<file path="src/rtl/powlib_fifoctrl.sv">
// FIFO pointer/occupancy controller for an external asynchronous-read
// dual-port RAM. Holds no data itself: it only steers the RAM write strobe,
// the write and read indices, and the handshake/status flags.
package powlib_fifoctrl_pkg;

  // Ceiling log2, never less than one bit.
  function automatic int powlib_clogb2(input int value);
    int result;
    result = 32'sd0;
    for (int v = value - 32'sd1; v > 32'sd0; v = v >> 1) begin
      result = result + 32'sd1;
    end
    if (result == 32'sd0) begin
      result = 32'sd1;
    end
    return result;
  endfunction

endpackage

module powlib_fifoctrl
  import powlib_fifoctrl_pkg::*;
#(
  parameter int D    = 32'sd8,
  parameter int WIDX = powlib_clogb2(D),
  parameter int WCNT = powlib_clogb2(D + 32'sd1),
  parameter int AFT  = D - 32'sd1
) (
  input  logic             clk,
  input  logic             rst,
  input  logic             clr,
  powlib_fifoctrl_if.slave bus
);

  localparam logic [WIDX-1:0] PTR_LAST = WIDX'(D - 32'sd1);
  localparam logic [WIDX-1:0] PTR_ONE  = WIDX'(32'sd1);
  localparam logic [WIDX-1:0] PTR_ZERO = WIDX'(32'sd0);
  localparam logic [WCNT-1:0] CNT_FULL = WCNT'(D);
  localparam logic [WCNT-1:0] CNT_AFT  = WCNT'(AFT);
  localparam logic [WCNT-1:0] CNT_ONE  = WCNT'(32'sd1);
  localparam logic [WCNT-1:0] CNT_ZERO = WCNT'(32'sd0);

  // Pointer advance with wrap from D-1 back to 0 (D need not be a power of two).
  function automatic logic [WIDX-1:0] ptr_inc(input logic [WIDX-1:0] p);
    if (p == PTR_LAST) begin
      return PTR_ZERO;
    end else begin
      return p + PTR_ONE;
    end
  endfunction

  logic [WIDX-1:0] wrptr_r;
  logic [WIDX-1:0] rdptr_r;
  logic [WCNT-1:0] cnt_r;
  logic [WIDX-1:0] wrptr_nxt_s;
  logic [WIDX-1:0] rdptr_nxt_s;
  logic [WCNT-1:0] cnt_nxt_s;
  logic            in_rdy_s;
  logic            out_vld_s;
  logic            push_s;
  logic            pop_s;

  // Handshakes are gated by reset and flush so nothing is accepted or
  // offered while the controller is being cleared. No full-bypass: a full
  // FIFO refuses a push even when a pop happens in the same cycle.
  assign in_rdy_s  = rst & ~clr & (cnt_r != CNT_FULL);
  assign out_vld_s = rst & ~clr & (cnt_r != CNT_ZERO);
  assign push_s    = bus.in_vld & in_rdy_s;
  assign pop_s     = out_vld_s & bus.out_rdy;

  assign bus.in_rdy  = in_rdy_s;
  assign bus.out_vld = out_vld_s;
  assign bus.wrvld   = push_s;
  assign bus.wridx   = wrptr_r;
  assign bus.rdidx   = rdptr_r;
  assign bus.cnt     = cnt_r;
  assign bus.full    = (cnt_r == CNT_FULL);
  assign bus.empty   = (cnt_r == CNT_ZERO);
  assign bus.afull   = (cnt_r >= CNT_AFT);

  // Next pointers and occupancy; flush overrides any push/pop.
  always_comb begin
    wrptr_nxt_s = wrptr_r;
    rdptr_nxt_s = rdptr_r;
    cnt_nxt_s   = cnt_r;
    if (clr) begin
      wrptr_nxt_s = PTR_ZERO;
      rdptr_nxt_s = PTR_ZERO;
      cnt_nxt_s   = CNT_ZERO;
    end else begin
      if (push_s) begin
        wrptr_nxt_s = ptr_inc(wrptr_r);
      end else begin
        wrptr_nxt_s = wrptr_r;
      end
      if (pop_s) begin
        rdptr_nxt_s = ptr_inc(rdptr_r);
      end else begin
        rdptr_nxt_s = rdptr_r;
      end
      case ({push_s, pop_s})
        2'b10:   cnt_nxt_s = cnt_r + CNT_ONE;
        2'b01:   cnt_nxt_s = cnt_r - CNT_ONE;
        default: cnt_nxt_s = cnt_r;
      endcase
    end
  end

  // Pointer and occupancy registers, cleared asynchronously by reset.
  always_ff @(posedge clk or negedge rst) begin
    if (!rst) begin
      wrptr_r <= PTR_ZERO;
      rdptr_r <= PTR_ZERO;
      cnt_r   <= CNT_ZERO;
    end else begin
      wrptr_r <= wrptr_nxt_s;
      rdptr_r <= rdptr_nxt_s;
      cnt_r   <= cnt_nxt_s;
    end
  end

endmodule

</file>
<file path="src/rtl/powlib_fifoctrl_if.sv">
// Handshake and RAM-control bundle between the FIFO controller and its
// producer, consumer and external dual-port RAM.
interface powlib_fifoctrl_if #(
  parameter int WIDX = 3,
  parameter int WCNT = 4
);
  logic            in_vld;
  logic            in_rdy;
  logic            out_vld;
  logic            out_rdy;
  logic [WIDX-1:0] wridx;
  logic            wrvld;
  logic [WIDX-1:0] rdidx;
  logic [WCNT-1:0] cnt;
  logic            full;
  logic            empty;
  logic            afull;

  // Controller side.
  modport slave (
    input  in_vld, out_rdy,
    output in_rdy, out_vld, wridx, wrvld, rdidx, cnt, full, empty, afull
  );

  // Producer / consumer / RAM side.
  modport master (
    output in_vld, out_rdy,
    input  in_rdy, out_vld, wridx, wrvld, rdidx, cnt, full, empty, afull
  );
endinterface

</file>
<file path="src/flat_wrapper.sv">
// flat-port wrapper written by rule: the top's interface ports become plain ports
module powlib_fifoctrl_flat import powlib_fifoctrl_pkg::*;
#(
  parameter int D    = 32'sd8,
  parameter int WIDX = powlib_clogb2(D),
  parameter int WCNT = powlib_clogb2(D + 32'sd1),
  parameter int AFT  = D - 32'sd1
)
  (clk, rst, clr, bus_in_vld, bus_out_rdy, bus_in_rdy, bus_out_vld, bus_wridx, bus_wrvld, bus_rdidx, bus_cnt, bus_full, bus_empty, bus_afull);
  powlib_fifoctrl_if #(.WIDX(WIDX), .WCNT(WCNT)) bus_i ();
  input  logic clk;
  input  logic rst;
  input  logic clr;
  input wire logic [$bits(bus_i.in_vld)-1:0] bus_in_vld;
  input wire logic [$bits(bus_i.out_rdy)-1:0] bus_out_rdy;
  output wire logic [$bits(bus_i.in_rdy)-1:0] bus_in_rdy;
  output wire logic [$bits(bus_i.out_vld)-1:0] bus_out_vld;
  output wire logic [$bits(bus_i.wridx)-1:0] bus_wridx;
  output wire logic [$bits(bus_i.wrvld)-1:0] bus_wrvld;
  output wire logic [$bits(bus_i.rdidx)-1:0] bus_rdidx;
  output wire logic [$bits(bus_i.cnt)-1:0] bus_cnt;
  output wire logic [$bits(bus_i.full)-1:0] bus_full;
  output wire logic [$bits(bus_i.empty)-1:0] bus_empty;
  output wire logic [$bits(bus_i.afull)-1:0] bus_afull;
  assign bus_i.in_vld = bus_in_vld;
  assign bus_i.out_rdy = bus_out_rdy;
  assign bus_in_rdy = bus_i.in_rdy;
  assign bus_out_vld = bus_i.out_vld;
  assign bus_wridx = bus_i.wridx;
  assign bus_wrvld = bus_i.wrvld;
  assign bus_rdidx = bus_i.rdidx;
  assign bus_cnt = bus_i.cnt;
  assign bus_full = bus_i.full;
  assign bus_empty = bus_i.empty;
  assign bus_afull = bus_i.afull;
  powlib_fifoctrl #(.D(D), .WIDX(WIDX), .WCNT(WCNT), .AFT(AFT)) u_core (.clk(clk), .rst(rst), .clr(clr), .bus(bus_i));
endmodule
</file>
<file path="config.mk">
export PLATFORM = sky130hd
export DESIGN_NAME = powlib_fifoctrl_flat
export DESIGN_NICKNAME = d
export VERILOG_FILES = /design/src/rtl/powlib_fifoctrl.sv /design/src/rtl/powlib_fifoctrl_if.sv /design/src/flat_wrapper.sv
export SDC_FILE = /design/constraint.sdc
export NUM_CORES = 1
export LEC_CHECK = 0
export ABC_CLOCK_PERIOD_IN_PS = 4190
export CAP_MARGIN = 40
export CORE_MARGIN = 4
export CORE_UTILIZATION = 48
export DETAILED_ROUTE_END_ITERATION = 12
export PLACE_DENSITY = 0.81
export SETUP_SLACK_MARGIN = 0.1
export SLEW_MARGIN = 20
export SYNTH_ARGS = -nofsm -noshare
export SYNTH_HDL_FRONTEND = slang
export SYNTH_SLANG_ARGS = --single-unit
</file>
<file path="constraint.sdc">
create_clock -name clk -period 4.19 [get_ports clk]
set_input_delay 0.838 -clock clk [delete_from_list [all_inputs] [get_ports clk]]
set_output_delay 0.838 -clock clk [all_outputs]
set_load 0.01 [all_outputs]
</file>
==> results of run 1 <==
==> sequential cells by signal, summed over array words and instances, names as in the netlist <==
name              flops
u_core.bus.rdidx      3
u_core.bus.wridx      3
u_core.bus.cnt        4
==> synth_stat cells (all sizes together) (2+ instances only) <==
| cell type | count | area share [%] |
|---|---|---|
| dfrtp | 10 | 36 |
| o21ai | 9 | 6.5 |
| nor3 | 3 | 2.2 |
| nor2 | 5 | 2.7 |
| ha | 6 | 11 |
| nand3 | 3 | 2.2 |
| inv | 5 | 2.7 |
| nand2b | 8 | 7.2 |
| nand2 | 6 | 3.2 |
| a21oi | 4 | 2.9 |
| o2111ai | 2 | 2.5 |
==> critical path: stages <==
cell	delay [ns]
clkdlybuf4s50_1	0.42
nand2b_1	0.25
nor3_1	0.49
clkdlybuf4s50_1	0.65
==> final timing paths <==
check	slack, ns	startpoint	depth (start not counted)	end
max in group asynchronous	3.14	rst	2	u_core.bus.rdidx[0]$_DFFE_PN0P_
setup / recovery	0.71	clr	4	bus_wrvld
hold / removal	0.58	u_core.bus.rdidx[1]$_DFFE_PN0P_	2	u_core.bus.rdidx[1]$_DFFE_PN0P_
hold reg to reg	0.58	u_core.bus.rdidx[1]$_DFFE_PN0P_	2	u_core.bus.rdidx[1]$_DFFE_PN0P_
setup reg to reg	1.46	u_core.bus.cnt[0]$_DFFE_PN0P_	9	u_core.bus.cnt[3]$_DFFE_PN0P_
min in group asynchronous	0.90	rst	2	u_core.bus.cnt[2]$_DFFE_PN0P_
==> power groups by stage <==
stage / sequential, µW / clock (µW) / combinational [µW]
CTS: 102 / 65.5 / 36.9
global placement: 104 / 0 / 36.2
detailed placement: 104 / 0 / 36.8
finish: 102 / 61.9 / 36.5
floorplan: 105 / 0 / 15.9
global route: 103 / 67.1 / 40.2
==> metrics by stage <==
stage / area, µm² / hold slack [ns] / power [µW] / std cells / util (%)
after floorplan: 696 / 0.542 / 121 / 75 / -
after CTS: 948 / 0.576 / 205 / 114 / 71.1
after global placement: 926 / 0.561 / 140 / 111 / 69.4
after detailed placement: 926 / 0.565 / 141 / 111 / 69.4
final: 948 / 0.579 / 201 / 114 / 71.1
after global routing: 948 / 0.606 / 211 / 114 / 71.1
==> layout make-up <==
cell class	instances	area, µm²
Clock buffer	3	22.5
Fill cell	106	385
Inverter	5	18.8
Multi-Input combinational cell	59	423
Sequential cell	10	250
Tap cell	15	18.8
Timing Repair Buffer	22	215
==> metal layers <==
metal	GRT usage (%)	part of all wire, %
met5	0	0
met4	12.5	1.1
met3	1.56	4.3
met2	27.2	50
met1	25.2	44
==> cell families after synthesis <==
| logic type | Yosys count | share of synthesized area, % |
|---|---|---|
| buffers and inverters | 6 | 3.24 |
| adder cells (fa/ha/maj) | 7 | 13.7 |
| flip-flops | 10 | 36.0 |
| AO/OA/AOI/OAI | 19 | 19.4 |
| XOR/XNOR | 1 | 1.26 |
| AND/OR/NAND/NOR | 31 | 25.0 |
| multiplexers | 1 | 1.44 |
==> key figures, run 1 <==
Outcome
  • Outcome: completed

Detailed routing
  • Post-detailed-route wirelength per cell: approximately 14 µm
  • Routed wire length: roughly 1.5 mm
  • Initial drt markers: 8
  • DRT antenna net count: 0
  • Via density: between 5 and 6
  • Drt pass-1 iters: 4
  • Post-route DRC: 0
  • Vias: 636

Global route
  • GRT overflow: 0
  • GRT Overall Usage: between 15 and 20%
  • Largest net degree at the start of global routing: 13
  • Number of global-route vias before repair: 640
  • Initial antenna violation count: 0
  • First-pass GRT wire length: roughly 2.8 mm

Setup path
  • Critical Path AT: between 2 and 3 ns
  • Critical path class: input port to output port
  • Crit path max fanout: 7
  • CP Capture Type: output port
  • Startpoint types: input port
  • Worst EP required: roughly 3.4 ns

Timing
  • Fin. Hold Viols: 0
  • Final worst slack: between 0.7 and 0.8 ns
  • Setup TNS: 0 ns
  • Final Setup Violations: 0
  • Fmax: about 290 MHz
  • Final worst-path cycle share: 83.1%
  • RSZ-0062 raised after global routing: no
  • Slew Viols, Final: 0
  • Fin crit period: between 3 and 4 ns
  • Worst Clk Skew: ~0.0054 ns
  • Max_slew headroom: 59.1%
  • Tightest Pin Transition: 0.609 ns

Final layout
  • Nets: 113
  • Commonest non-fill, non-tap cell in the layout: clkdlybuf4s50_1
  • Share of cells above drive strength 1: slightly above 10%
  • Number of diodes: 0
  • Commonest non-fill, non-tap cells in the layout: clkdlybuf4s50_1, dfrtp_1, o21ai_0
  • Area grow syn2layout: 36.3%

Clock tree
  • Clock sinks: 10
  • Clock Latency Late Sink: around 0.26 ns
  • CTS Root Cell: clkbuf_4
  • CTS tree: yes
  • Post_cts resized: 0
  • Post-CTS Setup Bufs: 0
  • CTS buffer count: 3
  • Max Buffers Root-to-Sink: 2
  • Deepest level of the CTS H-tree: 1
  • Post-CTS Hold Buffers: 0
  • Reg clk slew, reported paths: 0.06 ns

Logic synthesis
  • Avg Synthesized Cell Area: approximately 9 µm²
  • Synth Instances: 75
  • Syn nets: 87
  • Post-synth ARST share: 100%
  • Post-synth EDFFs: 0
  • Seq/Total Area, Yosys: 36.0%
  • Synth Cell Area: roughly 700 µm²
  • Distinct cells, synth: 26
  • Seq cells post-synth: 10
  • Top FF cell, synth: dfrtp_1
  • Syn. warnings: 0

Power and ir drop
  • Seq pwr share: 51.0%
  • Switching power: between 50 and 60 µW
  • VDD IR max: 0.000170 V
  • Sw frac: between 20% and 30%
  • Clock network fraction of design power: between 30% and 40%
  • Logic pwr share: 18.2%
  • P_leak: about 0.00043 µW
  • Internal power: around 150 µW
  • PwrDens: ~210 nW/µm²

Floorplanning
  • Starting Density: a little over half
  • Die Height: about 46 µm
  • Core area: 1330 µm²
  • # rows: 13
  • Die ar.: 2120 µm²
  • Die W: between 40 and 50 µm
  • Number of I/O pins: 21

Placement
  • Post-Place Setup Slack: between 0.7 and 0.8 ns
  • Final GP Congestion: 0.768
  • Port Buffers: 20
  • DP HPWL: roughly 1.2 mm

Run
  • Max-cap violations: 0

Hold path
  • Worst hold path type: flip-flop to flip-flop
No activity file was read; power rests on OpenSTA's default activity.
==> run 2, diff against run 1 <==
--- a/config.mk
+++ b/config.mk
@@ -5,12 +5,12 @@
 export SDC_FILE = /design/constraint.sdc
 export NUM_CORES = 1
 export LEC_CHECK = 0
-export ABC_CLOCK_PERIOD_IN_PS = 4190
+export ABC_CLOCK_PERIOD_IN_PS = 2800
 export CAP_MARGIN = 40
 export CORE_MARGIN = 4
-export CORE_UTILIZATION = 48
+export CORE_UTILIZATION = 40
 export DETAILED_ROUTE_END_ITERATION = 12
-export PLACE_DENSITY = 0.81
+export PLACE_DENSITY = 0.73
 export SETUP_SLACK_MARGIN = 0.1
 export SLEW_MARGIN = 20
 export SYNTH_ARGS = -nofsm -noshare
==> constraint.sdc (replaced) <==
create_clock -name clk -period 2.8 [get_ports clk]
set_input_delay 0.56 -clock clk [delete_from_list [all_inputs] [get_ports clk]]
set_output_delay 0.56 -clock clk [all_outputs]
set_load 0.01 [all_outputs]
==> run 2 against run 1 <==
Effect of this change:
- wire length shrank 1.7%
- design area grew 5.3%
- non-clock buffer count grew 4
- sequential share of layout area shrank 1.3 points
- combinational power grew 57%
- largest cell class unchanged
- via count grew 1.1%
- sequential power grew 50%
- clock-buffer cell count grew 1
- first-iteration DRC count grew 13%
- critical path depth is the same
==> key figures, run 2 (same netlist as run 1, synthesis figures left out) <==
Setup path
  • Worst EP required: 2.24 ns (-1.11 ns)
  • CP Capture Type: output port
  • Startpoint types: input port
  • Crit path cell chain: clkdlybuf4s50_1, nand2b_1, nor3_2, clkdlybuf4s50_1
  • Cell mode on critical path: clkdlybuf4s50_1
  • Critical path class: input port to output port
  • Largest stage delay, worst path: 0.57 ns (-0.08 ns)
  • Critical path buffers and inverters: 2 (unchanged)
  • Critical Path AT: 2.02 ns (-0.62 ns)
  • Critical Path Slowest Stage Cell: clkdlybuf4s50_1
  • Crit path max fanout: 6 (-1)
  • Family with the most delay on the worst path: buffers and inverters

Clock tree
  • CTS tree: yes
  • Reg clk slew, reported paths: 0.06 ns (about the same)
  • CTS buffer count: 3 (unchanged)
  • CTS Root Cell: clkbuf_4
  • Deepest level of the CTS H-tree: 1 (unchanged)
  • Clock Latency Late Sink: 0.26 ns (about the same)
  • Max Buffers Root-to-Sink: 2 (unchanged)
  • Clock sinks: 10 (unchanged)
  • Post-CTS Hold Buffers: 0 (unchanged)

Detailed routing
  • Via density: 5.36 (-4.0%)
  • Initial drt markers: 9 (+1)
  • Drt pass-1 iters: 4 (unchanged)
  • Routed wire length: 1.52 mm (-1.7%)
  • Post-detailed-route wirelength per cell: 12.6 µm (-6.7%)
  • Post-route DRC: 0 (unchanged)
  • DRT antenna net count: 0 (unchanged)
  • Vias: 643 (+1.1%)

Floorplanning
  • Core area: 1580 µm² (+18%)
  • Number of I/O pins: 21 (unchanged)
  • Starting Density: 44.1% (-8.0 points)
  • Die W: 49.7 µm (+7.9%)
  • Die ar.: 2470 µm² (+16%)
  • # rows: 14 (+1)
  • Die Height: 49.7 µm (+7.9%)

Final layout
  • Number of diodes: 0 (unchanged)
  • Fillcell total: 138 (+30%)
  • Nets: 117 (+3.5%)
  • Number of flip-flops under the largest register name: 4 (unchanged)
  • Area grow syn2layout: 43.5%
  • Commonest non-fill, non-tap cells in the layout: clkdlybuf4s50_1, dfrtp_1, o21ai_0
  • Share of cells above drive strength 1: 15.4% (+5.3 points)
  • Commonest non-fill, non-tap cell in the layout: clkdlybuf4s50_1

Timing
  • Fin crit period: 2.58 ns
  • Fmax: between 300 and 400 MHz
  • Slew Viols, Final: 0 (unchanged)
  • Max_slew headroom: 73.2% (+14 points)
  • Fin. Hold Viols: 0 (unchanged)
  • RSZ-0062 raised after global routing: no
  • Tightest Pin Transition: 0.402 ns (-0.207 ns)
  • Setup TNS: 0 ns (unchanged)
  • Final Setup Violations: 0 (unchanged)
  • Final worst-path cycle share: slightly above 90%
  • Worst Clk Skew: 0.000498 ns (-0.00494 ns)

Power and ir drop
  • PwrDens: 336 nW/µm² (+59%)
  • P_leak: 0.000459 µW (+7.0%)
  • VDD IR max: 0.000305 V (+80%)
  • Final Power: 336 µW (+67%)

Run
  • Max-cap violations: 0 (unchanged)

Global route
  • First-pass GRT wire length: 2.59 mm (-6.9%)
  • GRT Overall Usage: 13.1% (-5.3 points)
  • Initial antenna violation count: 0 (unchanged)
  • Number of global-route vias before repair: 616 (-3.8%)
  • GRT overflow: 0 (unchanged)
  • Largest net degree at the start of global routing: 11 (-2)

Outcome
  • Outcome: completed

Placement
  • DP HPWL: 1.25 mm (+3.6%)
  • Port Buffers: 20 (unchanged)
  • Final GP Congestion: 0.691 (-10%)

Hold path
  • Worst hold path type: flip-flop to flip-flop
-- run 2: final cells by class --
cell class              count  area (µm²)  area share [%]
clock buffers               4        36.3            3.63
inverters                   5        18.8            1.88
multi-input cells          59         428            42.9
flip-flops and latches     10         250            25.1
well taps                  16        20.0            2.01
repair buffers             26         245            24.6
-- run 2: worst register-to-register path: cells and delay by family, from the launching register on --
kind | cells | cell delay [ns]
DFF | 1 | 0.47
and+or+nand+nor | 1 | 0.58
buffers and inverters | 2 | 0.25
muxes | 1 | 0.14
AOI/OAI and AO/OA | 4 | 0.65
adders and majority gates | 1 | 0.26
-- run 2: per-stage QoR --
stage	utilization, %	std cells	cell area (µm²)	worst slack, ns	hold WS, ns
floorplan	-	75	696	0.301	0.264
global placement	60.7	116	957	0.117	0.563
detailed placement	60.7	116	957	0.148	0.566
CTS	63.0	120	993	0.134	0.577
global route	63.3	120	998	0.110	0.600
finish	63.3	120	998	0.221	0.571
-- run 2: layer usage --
metal  part of all wire (%)  GRT usage [%]  up-vias
met1                     47           15.3      300
met3                    4.5           3.92        0
li1                       -              -      327
met2                     49           24.2       16
met5                      0              0        -
met4                      0           1.38        0
-- run 2: repair_timing --
action                     4_1_cts  5_1_grt
resized for setup                0        1
setup buffers                    0        0
setup endpoints to repair        0        1
-- run 2: path summary, 6_finish.rpt --
check | start | end | slack [ns] | cells past startpoint
hold / removal | u_core.bus.rdidx[1]$_DFFE_PN0P_ | u_core.bus.rdidx[1]$_DFFE_PN0P_ | 0.57 | 2
setup reg to reg | u_core.bus.cnt[1]$_DFFE_PN0P_ | u_core.bus.cnt[3]$_DFFE_PN0P_ | 0.33 | 9
max in group asynchronous | rst | u_core.bus.rdidx[1]$_DFFE_PN0P_ | 2.00 | 2
min in group asynchronous | rst | u_core.bus.wridx[0]$_DFFE_PN0P_ | 0.66 | 2
setup / recovery | clr | bus_wrvld | 0.22 | 4
hold reg to reg | u_core.bus.rdidx[1]$_DFFE_PN0P_ | u_core.bus.rdidx[1]$_DFFE_PN0P_ | 0.57 | 2
-- run 2: power by group --
group / total [µW] / leakage, µW / switching (µW) / internal, µW
clock: 125 / 0.0000210 / 46.5 / 78.8
combinational: 57.2 / 0.000299 / 26.9 / 30.4
sequential: 153 / 0.000138 / 5.11 / 148
